## src/rtl/if_inst_queue.sv

```systemverilog
// Fetch instruction queue: credit-based circular FIFO between icache responses and decode.
// Optional same-cycle response bypass when IF_QUEUE_BYPASS_EN is defined.
module if_inst_queue #(
   parameter int DEPTH = 8
) (
   input  logic                       clk,
   input  logic                       rst,
   input  logic                       flush,
   output logic                       req_ready,
   input  logic                       req_fire,
   input  logic                       resp_valid,
   input  logic [31:0]                resp_pc,
   input  logic [31:0]                resp_inst,
   output logic                       out_valid,
   output logic [31:0]                out_pc,
   output logic [31:0]                out_inst,
   input  logic                       out_ready,
   output logic [$clog2(DEPTH):0]     count
);

   localparam int PW = $clog2(DEPTH);
   localparam int CW = PW + 1;
   localparam logic [CW:0] DEPTH_L = (CW+1)'(DEPTH);

   logic [PW-1:0] wr_ptr_q, wr_ptr_d;
   logic [PW-1:0] rd_ptr_q, rd_ptr_d;
   logic [CW-1:0] count_q, count_d;
   logic [CW-1:0] inflight_q, inflight_d;
   logic [CW-1:0] drop_q, drop_d;

   logic [31:0] pc_mem   [DEPTH];
   logic [31:0] inst_mem [DEPTH];

   logic [CW:0] occ_sum;
   logic [CW:0] owed_sum;
   logic        fire;
   logic        resp_ok;
   logic        resp_drop;
   logic        resp_keep;
   logic        byp;
   logic        push;
   logic        pop;

   // Credits cover both buffered entries and responses still owed, so a write never finds the queue full.
   assign occ_sum   = {1'b0, count_q} + {1'b0, inflight_q};
   assign owed_sum  = {1'b0, drop_q} + {1'b0, inflight_q};
   assign req_ready = (occ_sum < DEPTH_L) && (owed_sum < DEPTH_L);

   assign fire      = req_fire && req_ready;
   assign resp_ok   = resp_valid && ((inflight_q != '0) || (drop_q != '0));
   assign resp_drop = resp_ok && (drop_q != '0);
   assign resp_keep = resp_ok && (drop_q == '0);

`ifdef IF_QUEUE_BYPASS_EN
   assign byp = resp_keep && (count_q == '0) && !flush;
`else
   assign byp = 1'b0;
`endif

   assign out_valid = (count_q != '0) || byp;
   assign out_pc    = byp ? resp_pc   : pc_mem[rd_ptr_q];
   assign out_inst  = byp ? resp_inst : inst_mem[rd_ptr_q];
   assign count     = count_q;

   // A bypassed response that decode takes immediately never touches storage.
   assign push = resp_keep && !flush && !(byp && out_ready);
   assign pop  = out_ready && (count_q != '0) && !flush;

   always_comb begin
      wr_ptr_d   = wr_ptr_q;
      rd_ptr_d   = rd_ptr_q;
      count_d    = count_q;
      inflight_d = inflight_q;
      drop_d     = drop_q;
      if (flush) begin
         wr_ptr_d   = '0;
         rd_ptr_d   = '0;
         count_d    = '0;
         inflight_d = '0;
         // Flush-cycle fire belongs to the old stream; a flush-cycle response is thrown away.
         drop_d     = drop_q + inflight_q + CW'(fire) - CW'(resp_ok);
      end else begin
         wr_ptr_d   = wr_ptr_q + PW'(push);
         rd_ptr_d   = rd_ptr_q + PW'(pop);
         count_d    = count_q + CW'(push) - CW'(pop);
         inflight_d = inflight_q + CW'(fire) - CW'(resp_keep);
         drop_d     = drop_q - CW'(resp_drop);
      end
   end

   always_ff @(posedge clk) begin
      if (rst) begin
         wr_ptr_q   <= '0;
         rd_ptr_q   <= '0;
         count_q    <= '0;
         inflight_q <= '0;
         drop_q     <= '0;
      end else begin
         wr_ptr_q   <= wr_ptr_d;
         rd_ptr_q   <= rd_ptr_d;
         count_q    <= count_d;
         inflight_q <= inflight_d;
         drop_q     <= drop_d;
      end
   end

   always_ff @(posedge clk) begin
      if (push) begin
         pc_mem[wr_ptr_q]   <= resp_pc;
         inst_mem[wr_ptr_q] <= resp_inst;
      end
   end

endmodule

```

## config.mk

```make
export PLATFORM = sky130hd
export DESIGN_NAME = if_inst_queue
export DESIGN_NICKNAME = d
export VERILOG_FILES = /design/src/rtl/if_inst_queue.sv
export SDC_FILE = /design/constraint.sdc
export NUM_CORES = 1
export LEC_CHECK = 0
export ABC_AREA = 1
export CAP_MARGIN = 10
export CORE_ASPECT_RATIO = 1.4
export CORE_MARGIN = 3
export CORE_UTILIZATION = 58
export CTS_CLUSTER_SIZE = 14
export DETAILED_ROUTE_END_ITERATION = 16
export GPL_ROUTABILITY_DRIVEN = 0
export GPL_TIMING_DRIVEN = 0
export PLACE_DENSITY = 0.84
export SLEW_MARGIN = 30
export SYNTH_ARGS = -nofsm -noshare
export SYNTH_HDL_FRONTEND = slang
export SYNTH_SLANG_ARGS = --single-unit
```

## constraint.sdc

```tcl
create_clock -name clk -period 5.8 [get_ports clk]
set_input_delay 0.87 -clock clk [delete_from_list [all_inputs] [get_ports clk]]
set_output_delay 0.87 -clock clk [all_outputs]
set_load 0.005 [all_outputs]
```

Yosys cells after proc, flatten, opt, wreduce, memory -nomap -nowiden
Memory sizes are Yosys's and may differ from the RTL's. A register that Yosys moved wholly into a read port is not among the register bits.
Cells that the tools add are included.
- register bits after elaboration: 18
- memory bits (writable): 512
- word-level logic and storage cells: 41
- memories: 2
- $add $sub $neg: 12
- order comparisons: 2
- multiplexer cells: 5
- reductions and logical operators: 15
- memory list (memory ; depth ; width ; read ports ; clocked after Yosys merged registers in ; wr ports ; RTL line ; RTL):
    inst_mem ; 8 ; 32 ; 1 ; 1 ; 1 ; 32 ; logic [31:0] inst_mem [DEPTH];
    pc_mem ; 8 ; 32 ; 1 ; 1 ; 1 ; 31 ; logic [31:0] pc_mem [DEPTH];
- operators with widths (operator ; count):
    4-bit by 1-bit subtractor with 4-bit output ; 4
    4-bit by 1-bit adder with 4-bit output ; 3
    4-bit nonzero test ; 3
    4-bit by 4-bit adder with 5-bit output ; 2
    5-bit by 4-bit less-than comparator with 1-bit output, second input constant ; 2
    1-bit logical AND ; 8
    3-bit by 1-bit adder with 3-bit output ; 2
    3-bit 2-to-1 mux ; 2
    4-bit adder ; 1
    4-bit zero test ; 1
    4-bit 2-to-1 mux ; 1
    1-bit 2-to-1 mux ; 2
    2-bit OR reduction ; 1
    1-bit zero test ; 1
    1-bit logical OR ; 1

Longest topological paths before layout
Gate-level depths: netlist (run 1).
- word-level depth: 7
- depth in mapped cells: 14

Worst setup path before layout (run 1)
Ideal clock, no wire load.
- path kind: input to register
- start: in flush
- end: mem inst_mem[0][0] (enable)
- library setup time: 0.487 ns
- arrival: 4.044 ns
- required time: 5.313 ns
- setup slack: 1.270 ns
- stages: 4
- path buffers: 1
- cells stage by stage: inv_1 -> clkbuf_1 -> nand3_1 -> nor2_1
- longest elaborated chain between the ends: 4
- RTL lines (item ; RTL line ; RTL):
    from (decl) ; 8 ; input logic flush,
    1-bit zero test ; 66 ; assign push = resp_keep && !flush && !(byp && out_ready);
    1-bit logical AND ; 66 ;
    1-bit 2-to-1 mux ; 108 ; if (push) begin
    1-bit 2-to-1 mux (not written as such) ; 110 ; inst_mem[wr_ptr_q] <= resp_inst;
    to (decl) ; 32 ;
Every way passes these cells.

==> flow_metrics.env, run 1 <==
export IMPL_status="finished, final reports clean"
export IMPL_dieWidth_um=168.7
export IMPL_required_ns=4.93
export IMPL_reg2regPathDepth=11
export IMPL_leakagePower_nw=9.214
export IMPL_syn_cell_area_sq_um=21510
export IMPL_rrSetupSlack_ns=2.65
export IMPL_finalSetupTns_ns=0
export IMPL_drc_errors=0
export IMPL_post_cts_resized=0
export IMPL_cts_root_buf="clkbuf_16"
export IMPL_grt_max_degree=22
export IMPL_hold_depth=2
export IMPL_hold_violations=0
export IMPL_cts_buffer_depth=3
export IMPL_cp_end_kind="output port"
export IMPL_num_vias=15090
export IMPL_synth_compound_gate_area_share=0.07749
export IMPL_clk_pin_slew_ns=0.06
export IMPL_worst_slack_ns=1.808
export IMPL_initial_utilization=0.5938
export IMPL_slew_headroom=0.4673
export IMPL_rr_startpoint="inflight_q[2]"
export IMPL_ys_warn_count=0
export IMPL_synthTopCellsByArea="edfxtp_1, nor2_1, o21ai_0, nand2_1, o21ai_1"
export IMPL_cts_sink_count=530
export IMPL_firstDrtPassIters=5
export IMPL_fin_cells=2533
export IMPL_wl_per_cell_um=21.82
export IMPL_synth_fa_ha_area_frac=0.01943
export IMPL_htree_levels=2
export IMPL_die_h_um=233.8
export IMPL_dp_hpwl_mm=36.32
export IMPL_dp_worst_setup_slack_ns=1.920
export IMPL_final_nets=2139
export IMPL_drive_gt1_frac=0.06622
export IMPL_worstPathCellList="buf_2 > clkbuf_1 > o21ai_0 > o21ai_0 > nand2_1 > nand2_1 > clkdlybuf4s50_1"
export IMPL_synthXorXnorAreaFrac=0.002443
export IMPL_path_delay_family="buffers and inverters"
export IMPL_cts_hold_buf=0
export IMPL_worstSetupPathType="reg -> out"
export IMPL_cp_depth=7
export IMPL_rows=82
export IMPL_timing_rr_end="inst_mem[4][29]"
export IMPL_dp_cells=2451
export IMPL_synth_seq_cells=530
export IMPL_cts_made_buffers=47
export IMPL_postRouteAntennaNets=0
export IMPL_track_usage=0.2778
export IMPL_period_minus_slack_ns=3.992
export IMPL_clock_latency_ns=0.56
export IMPL_grt_pass1_wl_mm=84.08
export IMPL_synth_cell_types=21
export IMPL_yosys_area_top_type_share=0.7149
export IMPL_synth_top_family_by_area="simple AND/OR/NAND/NOR gates"
export IMPL_ys_seq_area_frac=0.7316
export IMPL_power_density_nw_per_um2=299.8
export IMPL_fmax_ghz=0.2505
export IMPL_drv_slew=0
export IMPL_finalCritPeriodShare=0.6883
export IMPL_ioPinCount=140
export IMPL_cts_tree="done"
export IMPL_syn_nets=1923
export IMPL_post_cts_buffers=0
export IMPL_rsz0062_at_grt="false"
export IMPL_cp_data_arrival_time_ns=3.12
export IMPL_synth_area_per_cell_sq_um=11.80
export IMPL_setup_violations=0
export IMPL_crit_fanout=10
export IMPL_cp_slowest_cell="clkbuf_1"
export IMPL_worst_setup_path_start_kind="flop"
export IMPL_cp_num_buf_inv=3
export IMPL_fin_area_sq_um=25720
export IMPL_grt_pass1_vias=15730
export IMPL_tightestPinTransition_ns=0.7991
export IMPL_fp_coreArea_sq_um=36220
export IMPL_ir_worst_vdd_uv=278.6
export IMPL_holdPathEnd="wr_ptr_q[2]"
export IMPL_drv_cap=0
export IMPL_synth_top_area_cell="edfxtp_1"
export IMPL_vias_per_cell=5.957
export IMPL_drt_initial_drc_count=2110
export IMPL_hp_class="reg -> reg"
export IMPL_slowest_delay_ns=0.53
export IMPL_place_area_sq_um=24290
export IMPL_antenna_found_initial=1
export IMPL_min_from="wr_ptr_q[2]"
export IMPL_synth_area_mux_share=0
export IMPL_synthSimpleGateAreaFrac=0.1370
export IMPL_io_buffers=139
export IMPL_dieArea_sq_um=39460
export IMPL_area_delta_synth_final_pct=19.58
export IMPL_drt_wl_total_mm=55.28
export IMPL_skew_ns=0.01486
export IMPL_syn_instance_count=1822
export IMPL_gr_total_overflow=0
[how the worst max path moves through the flow]
stage                endpoint   startpoint  slack (ns)
5_1_grt           out_inst[0]  rd_ptr_q[1]        1.67
3_3_place_gp     pc_mem[6][6]        flush       -1.54
3_5_place_dp     pc_mem[4][4]        flush        1.92
6_report          out_inst[0]  rd_ptr_q[1]        1.81
2_1_floorplan  inst_mem[0][0]        flush        1.27
4_1_cts           out_inst[0]  rd_ptr_q[1]        1.87
[Yosys cell counts]
cell	n
edfxtp_1	512
nor2_1	484
nand2_1	280
o21ai_0	232
o21ai_1	93
clkbuf_1	42
inv_1	42
ha_1	27
buf_1	22
dfxtp_1	18
buf_6	15
buf_2	13
nand3_1	12
a21oi_1	8
buf_4	6
xnor2_1	5
fa_1	4
inv_2	3
or2_2	2
nand4_1	1
xor2_1	1
[worst reg2reg max path: stages, from the launching register on]
cell     delay, ns
dfxtp_1       0.38
inv_1         0.10
ha_1          0.21
nand2_1       0.06
nand2_1       0.06
nor2_1        0.27
nand3_1       0.42
nor2_4        0.59
buf_16        0.23
buf_16        0.18
buf_16        0.17
buf_8         0.18
[cell usage in the layout, fill, tap and decap left out]
| cell | instances |
|---|---|
| a21oi_1 | 8 |
| buf_1 | 22 |
| buf_16 | 27 |
| buf_2 | 13 |
| buf_4 | 6 |
| buf_6 | 15 |
| buf_8 | 1 |
| bufinv_16 | 1 |
| clkbuf_1 | 54 |
| clkbuf_16 | 49 |
| clkbuf_8 | 4 |
| clkdlybuf4s50_1 | 139 |
| clkinv_1 | 6 |
| clkinv_2 | 8 |
| dfxtp_1 | 18 |
| diode_2 | 2 |
| edfxtp_1 | 512 |
| fa_1 | 4 |
| ha_1 | 27 |
| inv_1 | 42 |
| inv_2 | 3 |
| nand2_1 | 280 |
| nand3_1 | 12 |
| nand4_1 | 1 |
| nor2_1 | 476 |
| nor2_4 | 8 |
| o21ai_0 | 232 |
| o21ai_1 | 93 |
| or2_2 | 2 |
| xnor2_1 | 5 |
| xor2_1 | 1 |
[final cells by class]
class / instances / area (sq um)
sequential: 530 / 15740
fill: 2212 / 10500
multi-input combinational: 1149 / 5144
timing repair buffer: 167 / 2150
clock buffer: 65 / 1326
tap: 462 / 578.1
buffer: 98 / 519.2
inverter: 45 / 168.9
clock inverter: 15 / 92.59
antenna: 2 / 5.005
[per-layer routing]
metal	share of wire	wire length [um]	GRT usage	vias to the layer above
met2	0.53	29380	0.5024	936
met5	0	0	0	-
li1	-	-	-	6718
met3	0.089	4916	0.04081	207
met1	0.33	18450	0.3211	7229
met4	0.046	2529	0.1435	0
[power breakdown]
| part | internal (W) | switching (W) |
|---|---|---|
| combinational | 0.000222 | 0.000284 |
| sequential | 0.00423 | 0.0000247 |
| clock | 0.00163 | 0.00131 |
[per-stage QoR]
stage               power [W]    util  hold WS [ns]
floorplan            0.004610       -        0.5179
CTS                  0.007700  0.7100        0.5849
detailed placement   0.004841  0.6708        0.5495
finish               0.007710  0.7101        0.5893
global route         0.007915  0.7100        0.6265
global placement     0.004795  0.6482        0.5340
[sequential cells by signal (all words and copies together), names as in the netlist]
signal	cells
count	4
inst_mem	256
drop_q	4
rd_ptr_q	3
wr_ptr_q	3
pc_mem	256
inflight_q	4
[logic make-up (layout without fill, tap and decap cells)]
| group | Yosys count | after routing |
|---|---|---|
| AOI/OAI and AO/OA | 333 | 333 |
| adders and majority gates | 31 | 31 |
| and+or+nand+nor | 779 | 779 |
| xor gates and xnor gates | 6 | 6 |
| DFF | 530 | 530 |
| buffers and inverters | 143 | 390 |
| other | 0 | 2 |
(Power assumes the default switching activity.)
==> run 2: changes to the inputs <==
--- a/config.mk
+++ b/config.mk
@@ -9,12 +9,12 @@
 export CAP_MARGIN = 10
 export CORE_ASPECT_RATIO = 1.4
 export CORE_MARGIN = 3
-export CORE_UTILIZATION = 58
+export CORE_UTILIZATION = 53
 export CTS_CLUSTER_SIZE = 14
 export DETAILED_ROUTE_END_ITERATION = 16
 export GPL_ROUTABILITY_DRIVEN = 0
 export GPL_TIMING_DRIVEN = 0
-export PLACE_DENSITY = 0.84
+export PLACE_DENSITY = 0.81
 export SLEW_MARGIN = 30
 export SYNTH_ARGS = -nofsm -noshare
 export SYNTH_HDL_FRONTEND = slang
==> constraint.sdc (replaced) <==
create_clock -name clk -period 3.3 [get_ports clk]
set_input_delay 0.495 -clock clk [delete_from_list [all_inputs] [get_ports clk]]
set_output_delay 0.495 -clock clk [all_outputs]
set_load 0.005 [all_outputs]
==> run 2 against run 1 <==
Effect of this change: clock skew rose by 0.0019 ns; highest routed layer is now met5; combinational power rose by 72%; routed wire length fell by 0.34%; register-to-register slack got worse by 2.3 ns; largest cell class unchanged; die area rose by 9.1%.
==> flow_metrics.env, run 2 (synthesis gave the netlist of run 1 again) <==
export IMPL_clk_pin_slew_ns=0.06
export IMPL_clock_latency_ns=0.57
export IMPL_dieArea_sq_um=43070
export IMPL_cts_root_buf="clkbuf_16"
export IMPL_period_minus_slack_ns=3.253
export IMPL_grt_pass1_wl_mm=82.68
export IMPL_power_density_nw_per_um2=524.6
export IMPL_htree_levels=2
export IMPL_cts_buffer_depth=3
export IMPL_multi_input_comb_area_sq_um=5144
export IMPL_cp_data_arrival_time_ns=2.76
export IMPL_cts_made_buffers=47
export IMPL_layout_commonest_cell="edfxtp_1"
export IMPL_pwr_share_comb=0.065
export IMPL_drt_initial_drc_count=1958
export IMPL_slew_headroom=0.4598
export IMPL_status="finished, final reports clean"
export IMPL_cts_tree="done"
export IMPL_drv_cap=0
export IMPL_dieWidth_um=176.3
export IMPL_p_sw_frac=0.2112
export IMPL_slowest_delay_ns=0.53
export IMPL_finalSetupTns_ns=0
export IMPL_ioPinCount=140
export IMPL_drt_wl_total_mm=55.09
export IMPL_leakagePower_nw=9.273
export IMPL_worstPathCellList="clkbuf_4 > buf_2 > o21ai_0 > o21ai_0 > nand2_1 > nand2_1 > clkdlybuf4s50_1"
export IMPL_fill_cells=2714
export IMPL_area_delta_synth_final_pct=19.83
export IMPL_drive_gt1_frac=0.08015
export IMPL_initial_utilization=0.5417
export IMPL_num_vias=15030
export IMPL_die_h_um=244.4
export IMPL_cts_sink_count=530
export IMPL_reg_top3="inst_mem (256), pc_mem (256)"
export IMPL_required_ns=2.80
export IMPL_finalCritPeriodShare=0.9856
export IMPL_ir_worst_vdd_uv=469.2
export IMPL_track_usage=0.2499
export IMPL_io_buffers=139
export IMPL_total_power_w=0.01352
export IMPL_cp_end_kind="output port"
export IMPL_fp_coreArea_sq_um=39710
export IMPL_hold_violations=0
export IMPL_p_int_w=0.01066
export IMPL_wl_per_cell_um=21.18
export IMPL_grt_pass1_vias=15050
export IMPL_drv_slew=0
export IMPL_worst_setup_path_start_kind="flop"
export IMPL_firstDrtPassIters=6
export IMPL_path_delay_family="buffers and inverters"
export IMPL_gr_total_overflow=0
export IMPL_clkPwrFrac=0.382
export IMPL_rrSetupSlack_ns=0.33
export IMPL_grt_max_degree=23
export IMPL_postRouteAntennaNets=0
export IMPL_switchingPower_w=0.002856
export IMPL_setup_violations=0
export IMPL_vias_per_cell=5.777
export IMPL_cp_num_buf_inv=3
export IMPL_seq_area_sq_um=15740
export IMPL_final_nets=2136
export IMPL_skew_ns=0.01677
export IMPL_drc_errors=0
export IMPL_tightestPinTransition_ns=0.8083
export IMPL_crit_fanout=10
export IMPL_antenna_found_initial=4
export IMPL_fmax_ghz=0.3075
export IMPL_hp_class="reg -> reg"
export IMPL_final_cell_mix="edfxtp_1, nor2_1, nand2_1"
export IMPL_p_seq_frac=0.554
export IMPL_cp_slowest_cell="clkdlybuf4s50_1"
export IMPL_worstSetupPathType="reg -> out"
export IMPL_rows=86
export IMPL_dp_hpwl_mm=36.44
[run 2: cell types whose count changed in the layout (fill, tap and decap cells not counted), sizes merged]
cell / change
bufinv: +1
clkinvlp: +1
inv: +3
clkinv: -2
clkbuf: +8
buf: -9
[run 2: cell type report]
cell class                      instances  area share
Timing Repair Buffer                  164     0.07972
Buffer                                 98     0.02262
Antenna cell                            2   0.0001942
Tap cell                              528     0.02563
Multi-Input combinational cell       1149      0.1996
Sequential cell                       530      0.6107
Clock buffer                           67     0.04933
Inverter                               45    0.006554
Clock inverter                         18    0.005632
[run 2: power groups by stage]
stage | logic [W] | clock network [W] | registers (W)
final | 0.000872 | 0.00516 | 0.00748
after floorplan | 0.000483 | 0 | 0.00762
after CTS | 0.000872 | 0.00518 | 0.00748
after global routing | 0.000990 | 0.00539 | 0.00749
after detailed placement | 0.000867 | 0 | 0.00763
after global placement | 0.000795 | 0 | 0.00763
[run 2: repair_timing]
item | CTS | global route
hold endpoints to repair | 0 | 0
gates cloned | 0 | 0
setup buffers | 0 | 0
resized for setup | 25 | 27
hold buffers | 0 | 0
endpoints found under the setup margin | 60 | 49
[run 2: through the flow]
step	cells	instance area (sq um)	hold slack [ns]	setup WS, ns	utilization
detailed placement	2514	24280	0.5639	-0.07894	0.6116
global route	2600	25770	0.6430	-0.01118	0.6490
floorplan	1822	21510	0.5179	-0.9087	-
CTS	2599	25730	0.5820	0.0004827	0.6480
global placement	2489	23560	0.5408	-3.832	0.5933
finish	2601	25770	0.5937	0.04749	0.6491
[run 2: layer usage]
metal,up-vias,GRT usage,routed length (um)
met3,184,0.04505,4795
met2,920,0.4530,29110
met4,6,0.1025,2021
li1,6719,-,-
met1,7198,0.2909,19130
met5,-,0,34
[run 2: path summary, 6_finish.rpt]
path,to,cells after the start,start
worst min register to register,drop_q[3],4,drop_q[3]
worst max-delay path,out_inst[22],7,rd_ptr_q[1]
worst min-delay path,drop_q[3],4,drop_q[3]
worst max register to register,inst_mem[0][30],9,inflight_q[2]
[run 2: tightest hold or removal path: cells and delay by family (launching register included)]
| family | cells | cell delay [ns] |
|---|---|---|
| and+or+nand+nor | 4 | 0.23 |
| DFF | 1 | 0.33 |
==> run 3: changes to the inputs <==
--- a/config.mk
+++ b/config.mk
@@ -8,7 +8,6 @@
 export ABC_AREA = 1
 export CAP_MARGIN = 10
 export CORE_ASPECT_RATIO = 1.4
-export CORE_MARGIN = 3
 export CORE_UTILIZATION = 53
 export CTS_CLUSTER_SIZE = 14
 export DETAILED_ROUTE_END_ITERATION = 16
==> run 3 against run 2 <==
Effect of this change: utilization rose by 0.13 points; sequential power is essentially flat; design area grew 0.20%; via count down 1.3%; routed wire length fell by 1.8%; critical path depth increased by 3; hold slack worse by 0.0011 ns; combinational power up 1%; cell count unchanged; die area shrank 3.9%; first-iteration DRC count is 6.6% lower; maximum frequency rose by 0.27%; critical endpoint is now out_pc[25]; largest power group unchanged.
==> flow_metrics.env, run 3 (synthesis gave the netlist of run 1 again) <==
export IMPL_htree_levels=2
export IMPL_finalCritPeriodShare=0.9830
export IMPL_drv_slew=0
export IMPL_cpMostUsedCell="buf_6"
export IMPL_tightestPinTransition_ns=0.7276
export IMPL_cts_root_buf="clkbuf_16"
export IMPL_cts_buffer_depth=3
export IMPL_hold_depth=4
export IMPL_clock_latency_ns=0.58
export IMPL_wl_per_cell_um=20.81
export IMPL_final_cell_mix="edfxtp_1, nor2_1, nand2_1"
export IMPL_worstSetupPathType="reg -> out"
export IMPL_status="finished, final reports clean"
export IMPL_grt_pass1_vias=15070
export IMPL_grt_pass1_wl_mm=81.56
export IMPL_slew_headroom=0.5138
export IMPL_firstDrtPassIters=6
export IMPL_rrSetupSlack_ns=0.43
export IMPL_finalSetupTns_ns=0
export IMPL_hold_violations=0
export IMPL_dp_hpwl_mm=35.48
export IMPL_dieArea_sq_um=41400
export IMPL_worstPathCellList="buf_6 > buf_6 > buf_6 > nor2_1 > nor2_1 > o21ai_1 > o21ai_1 > nand2_1 > nand2_1 > clkdlybuf4s50_1"
export IMPL_path_delay_family="buffers and inverters"
export IMPL_num_vias=14830
export IMPL_cts_tree="done"
export IMPL_clk_pin_slew_ns=0.06
export IMPL_post_cts_buffers=0
export IMPL_layout_commonest_cell="edfxtp_1"
export IMPL_cts_made_buffers=47
export IMPL_skew_ns=0.02314
export IMPL_rows=86
export IMPL_rr_startpoint="inflight_q[1]"
export IMPL_drv_cap=0
export IMPL_gr_total_overflow=0
export IMPL_grt_max_degree=21
export IMPL_dp_cells=2517
export IMPL_worst_setup_path_start_kind="flop"
export IMPL_drt_wl_total_mm=54.12
export IMPL_antenna_found_initial=4
export IMPL_fp_coreArea_sq_um=39710
export IMPL_cp_num_buf_inv=4
export IMPL_cp_end_kind="output port"
export IMPL_ioPinCount=140
export IMPL_hold_ws_ns=0.5926
export IMPL_period_minus_slack_ns=3.244
export IMPL_reg2regPathDepth=12
export IMPL_fin_cells=2601
export IMPL_cp_slowest_cell="clkdlybuf4s50_1"
export IMPL_final_nets=2139
export IMPL_min_from="flush"
export IMPL_cp_data_arrival_time_ns=2.75
export IMPL_drc_errors=0
export IMPL_cts_sink_count=530
export IMPL_io_buffers=139
export IMPL_dieWidth_um=172.3
export IMPL_reg_top3="inst_mem (256), pc_mem (256)"
export IMPL_initial_utilization=0.5417
export IMPL_drt_initial_drc_count=1829
export IMPL_drive_gt1_frac=0.08205
export IMPL_crit_fanout=10
export IMPL_holdPathEnd="drop_q[3]"
export IMPL_area_delta_synth_final_pct=20.07
export IMPL_timing_rr_end="inflight_q[2]"
export IMPL_ir_worst_vdd_uv=387.7
export IMPL_leakagePower_nw=9.303
export IMPL_postRouteAntennaNets=0
export IMPL_setup_violations=0
export IMPL_hp_class="in -> reg"
export IMPL_power_density_nw_per_um2=524.3
export IMPL_die_h_um=240.4
export IMPL_required_ns=2.80
export IMPL_slowest_delay_ns=0.52
export IMPL_track_usage=0.2641
export IMPL_total_power_w=0.01354
export IMPL_vias_per_cell=5.703
export IMPL_fmax_ghz=0.3083
==> run 3: where the power goes <==
part           switching (W)  total (W)  internal (W)  leakage (nW)
logic               0.000493   0.000884      0.000391          3.86
clock network        0.00234    0.00517       0.00283         0.691
registers          0.0000437    0.00748       0.00744          4.75
total                0.00288     0.0135        0.0107          9.30
==> run 3: tightest hold or removal path, delay by kind of cell <==
family | cells | cell delay (ns)
buffers and inverters | 1 | 0.43
AND/OR/NAND/NOR | 3 | 0.18
==> run 3: final cells by class <==
class                   count  area [sq um]
well taps                 528         660.6
repair buffers            167          2125
fillers                  2698         13880
clock buffers              65          1264
inverters                  45         168.9
clock inverters            18         143.9
multi-input cells        1149          5144
flip-flops and latches    530         15740
diodes                      1         2.502
plain buffers              98         575.6
==> run 3: metrics by stage <==
step	instance area (sq um)	setup WS (ns)	utilization
final	25820	0.05615	0.6503
after detailed placement	24350	-0.005468	0.6133
after global routing	25820	-0.01913	0.6503
after global placement	23560	-3.728	0.5933
after floorplan	21510	-0.9087	-
after CTS	25790	0.001910	0.6495
==> run 3: worst max path at each step <==
stage | slack, ns | to | cells after the start | start
floorplan | -0.91 | inst_mem[0][0] | 7 | inflight_q[2]
global placement | -3.73 | pc_mem[7][6] | 5 | flush
detailed placement | -0.005 | pc_mem[7][6] | 7 | flush
CTS | 0.002 | out_inst[14] | 8 | rd_ptr_q[1]
global route | -0.02 | out_inst[28] | 8 | rd_ptr_q[1]
finish | 0.06 | out_pc[25] | 10 | rd_ptr_q[0]
==> run 3: routing by layer <==
layer | vias up | track usage | wire [um]
li1 | 6714 | - | -
met1 | 7200 | 0.3064 | 19720
met2 | 773 | 0.4728 | 28410
met3 | 143 | 0.04066 | 3919
met4 | 4 | 0.1282 | 2049
met5 | - | 0 | 23
==> run 3: repair_timing <==
item,4_1_cts,5_1_grt
hold buffers,0,0
resized for setup,22,29
pin swaps,0,0
endpoints found under the setup margin,57,52
